[config.mk]
export PLATFORM = sky130hd
export DESIGN_NAME = sccb_init_ctrl
export DESIGN_NICKNAME = d
export VERILOG_FILES = /design/src/rtl/sccb_init_ctrl.sv
export SDC_FILE = /design/constraint.sdc
export NUM_CORES = 1
export LEC_CHECK = 0
export ABC_AREA = 1
export CORE_MARGIN = 3
export CORE_UTILIZATION = 58
export DETAILED_ROUTE_END_ITERATION = 8
export GPL_ROUTABILITY_DRIVEN = 0
export GPL_TIMING_DRIVEN = 0
export PLACE_DENSITY = 0.78
export SYNTH_ARGS = -nofsm -noshare
export SYNTH_HDL_FRONTEND = slang
export SYNTH_SLANG_ARGS = --single-unit
[constraint.sdc]
create_clock -name cam_clk -period 5.63 [get_ports cam_clk]
set_input_delay 1.4075 -clock cam_clk [delete_from_list [all_inputs] [get_ports cam_clk]]
set_output_delay 1.4075 -clock cam_clk [all_outputs]
set_load 0.005 [all_outputs]
[src/rtl/sccb_init_ctrl.sv]
// sccb_init_ctrl: walks a {reg_addr, data} table and issues one 3-phase SCCB write per entry
// Every SIO state is paced in quarter-bit slots; line values are precomputed from the next state and registered.
module sccb_init_ctrl #(
   parameter logic [7:0]  DEV_ID    = 8'h42,
   parameter int          QDIV      = 100,
   parameter logic [15:0] PWRUP_CYC = 16'd1000,
   parameter int          DLY_UNIT  = 1024,
   parameter int          TBL_AW    = 8
) (
   input  logic              cam_clk,
   input  logic              cam_reset_n,
   input  logic              start,
   output logic              busy,
   output logic              done,
   output logic [TBL_AW-1:0] tbl_addr,
   input  logic [15:0]       tbl_data,
   output logic              sio_c,
   output logic              sio_d_oe,
   output logic              sio_d_o
);
   typedef enum logic [3:0] {IDLE, PWRUP, FETCH, START, BYTE, STOP, GAP, DELAY, ADV, FINISH} stateT;
   localparam int QW = (QDIV > 1) ? $clog2(QDIV) : 1;
   localparam logic [31:0] DLY = DLY_UNIT;
   stateT state, stateNxt;
   logic [QW-1:0] qCnt, qCntNxt;
   logic [1:0] quarter, quarterNxt, phase, phaseNxt;
   logic [3:0] pos, posNxt;
   logic [31:0] cnt, cntNxt, pwrLoad, dlyLoad;
   logic [15:0] entry, entryNxt;
   logic [TBL_AW-1:0] addrNxt;
   logic sioCNxt, sioOeNxt, sioONxt, qEnd, bitEnd, sioState;

   // {sio_c, sio_d_oe, sio_d_o} for a given state and bit slot; idle lines are c=1, released
   function automatic logic [2:0] lines(stateT s, logic [1:0] q, logic [1:0] ph, logic [3:0] p, logic [15:0] e);
      logic [31:0] w;
      logic [4:0] idx;
      w = {DEV_ID, e, 8'h00};
      idx = 5'd31 - {ph, 3'b000} - {1'b0, p};
      return s == START ? {q != 2'd3, 1'b1, q < 2'd2} :
             s == BYTE  ? {q[1], p != 4'd8, (p == 4'd8) | w[idx]} :
             s == STOP  ? {q != 2'd0, q != 2'd3, q[1]} : 3'b101;
   endfunction

   assign busy = state != IDLE && state != FINISH;
   assign done = state == FINISH;
   assign qEnd = qCnt == QW'(QDIV - 1);
   assign bitEnd = qEnd && quarter == 2'd3;
   assign sioState = state == START || state == BYTE || state == STOP || state == GAP;
   assign pwrLoad = {16'd0, PWRUP_CYC} - 32'd1;
   assign dlyLoad = {24'd0, tbl_data[7:0]} * DLY - 32'd1;

   always_comb begin
      stateNxt = state;
      cntNxt = cnt;
      qCntNxt = sioState ? (qEnd ? '0 : qCnt + QW'(1)) : qCnt;
      quarterNxt = sioState && qEnd ? quarter + 2'd1 : quarter;
      phaseNxt = phase;
      posNxt = pos;
      entryNxt = entry;
      addrNxt = tbl_addr;
      case (state)
         IDLE: if (start) begin
            stateNxt = PWRUP;
            cntNxt = pwrLoad;
            addrNxt = '0;
         end
         PWRUP: begin
            cntNxt = cnt == 32'd0 ? 32'd1 : cnt - 32'd1;
            stateNxt = cnt == 32'd0 ? FETCH : PWRUP;
         end
         FETCH: if (cnt != 32'd0) cntNxt = cnt - 32'd1;
         else begin
            entryNxt = tbl_data;
            cntNxt = dlyLoad;
            qCntNxt = '0;
            quarterNxt = 2'd0;
            phaseNxt = 2'd0;
            posNxt = 4'd0;
            stateNxt = tbl_data == 16'hFFFF ? FINISH :
                       tbl_data[15:8] != 8'hFE ? START :
                       tbl_data[7:0] == 8'd0 ? ADV : DELAY;
         end
         START: if (bitEnd) stateNxt = BYTE;
         BYTE: if (bitEnd) begin
            posNxt = pos == 4'd8 ? 4'd0 : pos + 4'd1;
            phaseNxt = pos == 4'd8 ? phase + 2'd1 : phase;
            stateNxt = pos == 4'd8 && phase == 2'd2 ? STOP : BYTE;
         end
         STOP: if (bitEnd) stateNxt = GAP;
         GAP: if (bitEnd) stateNxt = ADV;
         DELAY: begin
            cntNxt = cnt - 32'd1;
            stateNxt = cnt == 32'd0 ? ADV : DELAY;
         end
         ADV: if (&tbl_addr) stateNxt = FINISH;
         else begin
            addrNxt = tbl_addr + TBL_AW'(1);
            cntNxt = 32'd1;
            stateNxt = FETCH;
         end
         FINISH: stateNxt = IDLE;
         default: stateNxt = IDLE;
      endcase
      {sioCNxt, sioOeNxt, sioONxt} = lines(stateNxt, quarterNxt, phaseNxt, posNxt, entryNxt);
   end

   always_ff @(posedge cam_clk or negedge cam_reset_n) begin
      if (!cam_reset_n) begin
         state <= IDLE;
         cnt <= '0;
         qCnt <= '0;
         quarter <= '0;
         phase <= '0;
         pos <= '0;
         entry <= '0;
         tbl_addr <= '0;
         sio_c <= 1'b1;
         sio_d_oe <= 1'b0;
         sio_d_o <= 1'b1;
      end else begin
         state <= stateNxt;
         cnt <= cntNxt;
         qCnt <= qCntNxt;
         quarter <= quarterNxt;
         phase <= phaseNxt;
         pos <= posNxt;
         entry <= entryNxt;
         tbl_addr <= addrNxt;
         sio_c <= sioCNxt;
         sio_d_oe <= sioOeNxt;
         sio_d_o <= sioONxt;
      end
   end
endmodule

### After elaboration in Yosys (flattened, before gate mapping)

Index checks and enable logic that the tools add are counted.

| storage, ports and cells | value |
|---|---|
| bits in registers | 78 |
| output and inout bits | 13 |
| bits of input ports | 19 |

| cells by class | value |
|---|---|
| $add $sub $neg | 9 |
| magnitude comparators | 2 |
| bitwise operators | 1 |
| mux-type cells | 44 |
| eq/ne operators | 24 |
| reduce and logical (&&, ||, !) cells | 18 |

Operators with widths:

| cell | number |
|---|---|
| $pmux 32 s5 | 1 |
| $mux 32 | 4 |
| $mux 4 | 14 |
| $pmux 4 s9 | 1 |
| $logic_not 32->1 | 1 |
| $mux 16 | 2 |
| $reduce_bool 32->1 | 1 |
| $sub 32x1->32 const B | 1 |
| $mux 7 | 4 |
| $eq 4x3->1 const B | 6 |
| $sub 18x1->19 const B | 1 |
| $eq 16x16->1 const B | 1 |
| $eq 4x4->1 const B | 4 |
| $mux 8 | 2 |
| $pmux 8 s2 | 1 |
| $mux 2 | 7 |
| $eq 4x2->1 const B | 3 |
| $mux 3 | 3 |
| $add 8x1->8 const B | 1 |
| $logic_not 8->1 | 1 |
| $ne 4x4->1 const B | 2 |
| $ne 8x8->1 const B | 1 |
| $pmux 4 s2 | 1 |
| $reduce_and 8->1 | 1 |
| other kinds (22) | 34 |

### Depth between registers and ports, before layout

Gate-level depths: netlist of the first run.

| logic depth | value |
|---|---|
| depth in word-level cells | 12 |
| depth in mapped cells | 23 |
| depth with buffers taken out | 22 |

### Worst setup path before layout of the first run

No wires, ideal clock.

| path | value |
|---|---|
| kind | input to register |
| from | input port tbl_data[13] |
| to | register sio_d_o |
| required time | 5551 ps |
| library setup time | 79 ps |
| arrival time | 2685 ps |
| setup slack | 2866 ps |
| path buffers | 0 |
| stages on the path | 15 |
| cell sequence | inv_1 nor3_1 nand3_1 nor3_1 nand2_1 nand3_1 nor2_1 nor2_4 nand3_1 nor2_1 nand2_1 inv_1 nand2_1 nand2_1 nand2_1 |

| on the way | value |
|---|---|
| longest elaborated chain between the ends | 9 |
| elaborated cells on any way between the ends | 17 |
| classes of those cells | 5 x eq/ne; 11 x mux; 1 x bitwise |

RTL lines:

| what | RTL line | RTL |
|---|---|---|
| start, declared | 16 | `input logic [15:0] tbl_data,` |
| $ne 8x8->1 | 80 | `tbl_data[15:8] != 8'hFE ? START :` |
| $mux 4 | 80 |  |
| $mux 4 | 79 | `stateNxt = tbl_data == 16'hFFFF ? FINISH :` |
| $mux 4 | 71 | `FETCH: if (cnt != 32'd0) cntNxt = cnt - 32'd1;` |
| $pmux 4 s9 | 61 | `case (state)` |
| $eq 4x3->1 | 41 | `s == STOP ? {q != 2'd0, q != 2'd3, q[1]} : 3'b101;` |
| $mux 3 | 41 |  |
| $mux 3 | 40 | `s == BYTE ? {q[1], p != 4'd8, (p == 4'd8) \| w[idx]} :` |
| $mux 3 * | 39 | `return s == START ? {q != 2'd3, 1'b1, q < 2'd2} :` |
| via sioONxt | 31 | `logic sioCNxt, sioOeNxt, sioONxt, qEnd, bitEnd, sioState;` |
| end signal, assigned | 131 | `sio_d_o <= sioONxt;` |
| end, declared | 19 | `output logic sio_d_o` |

Mark *: on every way through the listed nets, which the timed path passes. The rest lies on a longest branch. The select of a mux whose other input is x is not followed.
A chain may end at the register's enable or synchronous reset.

### Worst setup path in the final report of the first run

| path | value |
|---|---|
| from | input port tbl_data[13] |
| to | register sio_d_o |

| on the way | value |
|---|---|
| longest elaborated chain between the ends | 9 |
| elaborated cells on any way between the ends | 17 |
| classes of those cells | 5 x eq/ne; 11 x mux; 1 x bitwise |

RTL lines:

| what | RTL line | RTL |
|---|---|---|
| $ne 8x8->1 | 80 |  |
| $mux 4 | 80 |  |
| $mux 4 * | 79 |  |
| $mux 4 * | 71 |  |
| $pmux 4 s9 * | 61 |  |
| via stateNxt[0] | 24 | `stateT state, stateNxt;` |
| $eq 4x3->1 | 41 |  |
| $mux 3 | 41 |  |
| $mux 3 | 40 |  |
| $mux 3 * | 39 |  |
| via sioONxt | 31 |  |

Marked as above.

==> reports/qor.txt, run 1 <==
Clk_skew: 0.01325 ns
Flop pwr share: 0.438
Slew of the pin with the lowest slew margin: 0.5815 ns
Layout cells sized above 1: 0.1289
Peak per-stage delay on the critical path: 0.46 ns
Critical-path cell list: clkdlybuf4s50_1, inv_1, nor3_1, nand3_1, nor3_1, nand2_1, nand2_1, nand4_1, clkinv_1, nand3_1, nor2_1, nand2_1, inv_1, nand2_1, nand2_1, nand2_1
Worst path arrival time: 3.55 ns
RSZ-0062 raised after global routing: false
Drt wl/cell: 13.97 um
Outcome: complete, no violations
Setup crit end kind: flop
Max stage delay cell, worst path: clkdlybuf4s50_1
Sw frac: 0.3448
Starting Density: 0.6163
Worst setup path category: primary input to flop
CTS tree: done
Max Clk Rate: 305.5 MHz
Mapped Area: 0.005216 mm2
Post-synthesis simple-gate area fraction: 0.3346
Pwr dens: 296.5 mW/mm2
Drc violations: 0
CTS Buf Count: 9
Largest delay share family, worst path: simple AND/OR/NAND/NOR gates
Synthesized Nets: 720
Initial antenna violation count: 0
DRT Wirelength: 11760 um
Input/output buffers: 31
R2R Path End: sio_d_o
Placed Area: 0.005683 mm2
# nets final: 763
Psw: 605.2 uW
Hold_sp: tbl_addr[7]
EDFF count, synth: 0
Synth Flop Type: dfrtp_1
Final worst slack: 2.357 ns
Fin Setup TNS: 0 ns
Vias in the first global route: 4492
Number of hold buffers added after CTS: 0
Core Area: 0.008464 mm2
Sinks on Clock Net: 78
Via count: 4627
Post-CTS Resized: 0
Clk pwr share: 0.289
Post-synthesis sequential area ratio: 0.3747
Synth Area per Inst: 7.560 um2
Comb pwr share: 0.274
Worst-path fanout max: 3
Critical Path Most Common Cell: nand2_1
CTS Root Cell: clkbuf_8
Synth cell types: 51
Hold depth: 1
Final core occ: 0.6993
P&R area growth vs syn: 13.48%
Final HPWL DP: 8885 um
Warnings, synthesis: 0
Endpoints failing setup: 0
Clock Pin Slew Worst Setup and Hold Paths: 0.08 ns
Postcts setup bufs: 0
Min Tclk post-route: 3.273 ns
Die H: 100.8 um
Tot GR Track Use: 0.2487
Largest net degree at the start of global routing: 45
I/O pin total: 32
Min-Delay Endpoint: tbl_addr[7]
Final hold violations: 0
Most frequent cells in the layout: nand2_1, inv_1, nor2_1
Hold crit path type: flop to flop
Detailed-route vias per instance: 5.495
# H-tree levels: 3
Post-Synth Adder-Cell Area: 0.02639
Clk_lat worst skew: 0.35 ns
Fin crit share: 0.5813
Iter 0 DRT Violations: 225
Largest family of logic cells by synthesized area: simple AND/OR/NAND/NOR gates
Pre-antenna DRT Iters: 6
Pre-CTS setup slack: 2.011 ns
Worst flop-to-flop path startpoint: cnt[0]
XOR/XNOR share of the synthesized area: 0.05373
Most common cell after layout, fill and taps aside: nand2_1
Peak supply drop: 252.3 uV
N_diodes: 0
Clock Tree Buf Depth: 2
Post-Layout Inst Area: 0.005919 mm2
Grt ovf: 0
Top cells by area, synth: dfrtp_1, nand2_1, inv_1
Fraction of registers with async set/reset: 1.000
Setup slack, reg-to-reg: 2.61 ns
Flops & latches, synth: 78
# rows: 33
Top-area cell type share of the netlist area: 0.3646
Static Leak: 0.002991 uW
Largest area contributor in the synthesized netlist: dfrtp_1
Worst r2r path cells: 23
Mux contribution to synthesized area: 0.001919
Compound-Gate Fraction of Synth Area: 0.1147
Final Max Tran Viols: 0
Post-route ant nets: 0
Number of buffers and inverters on the critical path: 4
Die X: 100.8 um
Gate Count Post-Synth: 690
CP Launch Type: primary input
DIE AREA: 0.01017 mm2
Critical Path RT: 5.91 ns
Internal power: 1150 uW
Slew HR: 0.6123
Global-route wire length before repair: 20310 um
Max cap viols: 0
layout make-up:
type                            count  area [um2]
Clock inverter                      4       95.09
Timing Repair Buffer               32       335.3
Tap cell                          105       131.4
Sequential cell                    78        1954
Clock buffer                       11       141.4
Fill cell                         704        2545
Inverter                          114       427.9
Buffer                              9       62.56
Multi-Input combinational cell    489        2771
synthesized netlist by cell type, types with 2 or more instances:
cell type    n
nand2_1    135
inv_1      100
nor2_1      77
dfrtp_1     76
nand3_1     53
xor2_1      28
o21ai_0     27
a21oi_1     23
nor3_1      18
inv_2       13
nand2_2     13
ha_1        11
nor2_4      11
nor2_2       9
nand4_1      8
o221ai_1     7
buf_2        5
nand3b_1     5
nor3_2       5
o21ai_1      5
o21ai_2      5
nand2_4      4
xnor2_1      4
a21o_1       3
buf_6        3
nor3b_1      3
nor4_1       3
o211ai_1     3
o21bai_1     3
a221oi_1     2
dfstp_2      2
nand3_2      2
nor3_4       2
o2111ai_1    2
o21a_1       2
o31ai_1      2
or2_1        2
flip-flops by register name, summed over array words and instances, names as in the netlist:
register  cells
phase         2
cnt          32
sio_c         1
entry        16
tbl_addr      8
quarter       2
state         4
sio_d_oe      1
sio_d_o       1
qCnt          7
pos           4
worst max path at each step:
stage | start | endpoint | slack, ns | depth (start not counted)
floorplan | tbl_data[13] | sio_d_o | 2.87 | 15
global placement | cam_reset_n | entry[14] | 0.35 | 1
detailed placement | tbl_data[13] | sio_d_o | 2.01 | 16
CTS | tbl_data[13] | sio_d_o | 2.39 | 16
global route | tbl_data[15] | sio_d_o | 2.18 | 16
finish | tbl_data[13] | sio_d_o | 2.36 | 16
power groups by stage:
stage / Sequential [uW] / Clock, uW / Combinational (uW)
2_1_floorplan: 752 / 0 / 374
3_3_place_gp: 770 / 0 / 455
3_5_place_dp: 774 / 0 / 477
4_1_cts: 765 / 517 / 480
5_1_grt: 781 / 540 / 544
6_report: 768 / 507 / 480
worst reg2reg max path: cells and delay by family, from the launching register on:
family	cells	cell delay (ns)
simple gates	16	1.54
fa+ha+maj	2	0.48
flops	1	0.39
buf+inv	4	0.37
compound gates	1	0.18
kinds of logic after synthesis:
logic type	after synthesis
and+or+nand+nor	353
buffers and inverters	123
AOI/OAI and AO/OA	92
DFF	78
xor gates and xnor gates	32
adders and majority gates	11
muxes	1
metrics by stage:
| stage | hold slack, ns | cells | power [uW] |
|---|---|---|---|
| floorplan | 0.4496 | 690 | 1126 |
| global placement | 0.4861 | 826 | 1225 |
| detailed placement | 0.4963 | 827 | 1251 |
| CTS | 0.5096 | 842 | 1761 |
| global route | 0.5446 | 842 | 1865 |
| finish | 0.5059 | 842 | 1755 |
layer usage:
layer	share of wire	routed length, um	vias up	global-route usage
met5	0	0	-	0
met4	0.011	132	0	0.07047
met3	0.046	541	13	0.04360
met2	0.47	5557	123	0.4035
met1	0.47	5528	2177	0.3427
li1	-	-	2314	-
No activity file was read; power rests on OpenSTA's default activity.
==> run 2, diff against run 1 <==
clock period = 3.3 ns   (was 5.63 ns; I/O delays follow)
==> reports/qor.txt, run 2 (synthesized netlist as in run 1, its figures left out) <==
Most common cell after layout, fill and taps aside: nand2_1
Clock Tree Buf Depth: 2 (unchanged)
Iter 0 DRT Violations: 234 (+4.0%)
# H-tree levels: 3 (unchanged)
Most frequent cells in the layout: nand2_1, inv_1, nor2_1
Initial antenna violation count: 0 (unchanged)
Slew HR: 0.6155 (+0.003164)
Die X: 100.8 um (unchanged)
# fillers: 703 (-0.14%)
Top reg by flops: cnt
Peak supply drop: 430.4 uV (+71%)
Drc violations: 0 (unchanged)
Max stage delay cell, worst path: dfrtp_1
N_diodes: 0 (unchanged)
Final HPWL DP: 8885 um (unchanged)
Final hold violations: 0 (unchanged)
DIE AREA: 0.01017 mm2 (unchanged)
Clk_skew: 0.01387 ns (+0.0006210 ns)
Core Area: 0.008464 mm2 (unchanged)
Clk_lat worst skew: 0.35 ns (about the same)
# rows: 33 (unchanged)
P&R area growth vs syn: 13.58% (about the same)
Post-route ant nets: 0 (unchanged)
CP Launch Type: flop
Largest delay share family, worst path: simple AND/OR/NAND/NOR gates
Max reg flops: 32 (unchanged)
Layout cells sized above 1: 0.1316 (+0.002714)
DRT Wirelength: 11790 um (+0.25%)
CTS tree: done
Detailed-route vias per instance: 5.507 (+0.22%)
I/O pin total: 32 (unchanged)
Tot GR Track Use: 0.2487 (unchanged)
Die H: 100.8 um (unchanged)
Final core occ: 0.6999 (about the same)
Static Leak: 0.002989 uW (about the same)
Grt ovf: 0 (unchanged)
Tot Pwr: 2998 uW (+71%)
Hold crit path type: primary input to async pin
Vias in the first global route: 4492 (unchanged)
CTS Root Cell: clkbuf_8
Critical Path Most Common Cell: nand2_1
Global-route wire length before repair: 20310 um (unchanged)
Via count: 4637 (+0.22%)
Worst setup path category: flop to flop
Critical-path cell list: inv_1, ha_2, nand2_2, nor2_4, nand2_2, nor2_4, buf_6, nor2_4, nor2_8, nand2_4, o21a_1, inv_1, ha_1, nor2_1, nand3b_1, nand2_1, nor2_1, nand3_1, nand2_1, inv_1, nand2_1, nand2_1, nand2_1
Number of buffers and inverters on the critical path: 4 (unchanged)
Max cap viols: 0 (unchanged)
Starting Density: 0.6163 (unchanged)
CTS Buf Count: 9 (unchanged)
Fin Setup TNS: 0 ns (unchanged)
Largest registers: cnt (32), entry (16), tbl_addr (8)
Endpoints failing setup: 0 (unchanged)
# nets final: 763 (unchanged)
Number of hold buffers added after CTS: 0 (unchanged)
Drt wl/cell: 14.00 um (+0.25%)
Worst-path fanout max: 10 (+7)
Sinks on Clock Net: 78 (unchanged)
Post-Layout Cell Count: 842 (unchanged)
Max Clk Rate: 336.3 MHz
Slew of the pin with the lowest slew margin: 0.5768 ns (-0.004747 ns)
Min Tclk post-route: 2.974 ns
Peak per-stage delay on the critical path: 0.39 ns (-0.07 ns)
Worst path arrival time: 3.27 ns (-0.28 ns)
Largest net degree at the start of global routing: 45 (unchanged)
Clock Pin Slew Worst Setup and Hold Paths: 0.08 ns (about the same)
Postcts setup bufs: 0 (unchanged)
DP Cell Count: 827 (unchanged)
Worst hold slack: 0.4180 ns (-0.08786 ns)
Critical Path RT: 3.59 ns (-2.32 ns)
RSZ-0062 raised after global routing: false
Post-CTS Resized: 0 (unchanged)
Setup crit end kind: flop
Outcome: complete, no violations
Pwr dens: 506.1 mW/mm2 (+71%)
Pre-antenna DRT Iters: 6 (unchanged)
Final Max Tran Viols: 0 (unchanged)
Input/output buffers: 31 (unchanged)
Fin crit share: 0.9012
[run 2: changes by cell type in the layout (fill, tap and decap cells not counted)]
cell and change:
ha_1 -1, ha_2 +1, nand2_1 -1, nand2_2 +1
[run 2: report_power, final]
group	leakage (uW)	internal, uW	switching [uW]
logic	0.00184	328	495
registers	0.00103	1120	194
clock network	0.000119	518	346
total	0.00299	1960	1030
[run 2: path summary, 6_finish.rpt]
| path | slack [ns] | startpoint | cells past startpoint | end |
|---|---|---|---|---|
| max | 0.33 | cnt[0] | 23 | sio_d_o |
| min in group cam_clk | 0.51 | tbl_addr[7] | 1 | tbl_addr[7] |
| max reg2reg | 0.33 | cnt[0] | 23 | sio_d_o |
| max in group asynchronous | 2.29 | cam_reset_n | 2 | cnt[11] |
| min | 0.42 | cam_reset_n | 1 | tbl_addr[7] |
| min reg2reg | 0.51 | tbl_addr[7] | 1 | tbl_addr[7] |
[run 2: worst reg2reg max path: cells and delay by family, from the launching register on]
family / cells / cell delay [ns]
buffers and inverters: 4 / 0.36
AND/OR/NAND/NOR: 16 / 1.51
AO/OA/AOI/OAI: 1 / 0.18
flip-flops: 1 / 0.39
adder cells (fa/ha/maj): 2 / 0.48
[run 2: final cells by class]
| type | count | area, um2 | area share |
|---|---|---|---|
| Inverter | 114 | 427.9 | 0.07223 |
| Clock buffer | 11 | 141.4 | 0.02386 |
| Buffer | 9 | 62.56 | 0.01056 |
| Tap cell | 105 | 131.4 | 0.02218 |
| Sequential cell | 78 | 1954 | 0.3299 |
| Multi-Input combinational cell | 489 | 2776 | 0.4686 |
| Timing Repair Buffer | 32 | 335.3 | 0.05660 |
| Clock inverter | 4 | 95.09 | 0.01605 |
[run 2: layer usage]
layer / global-route usage / part of all wire / vias to the layer above
met5: 0 / 0 / -
met4: 0.07047 / 0.010 / 0
met3: 0.04360 / 0.046 / 12
met2: 0.4035 / 0.47 / 126
met1: 0.3427 / 0.47 / 2187
li1: - / - / 2312
[run 2: stage by stage]
step | instance area [um2] | setup WS [ns]
final | 5924 | 0.3261
after global routing | 5924 | 0.01597
after CTS | 5919 | 0.2860
after detailed placement | 5683 | 0.2636
after global placement | 5658 | -1.395
after floorplan | 5216 | 0.6742
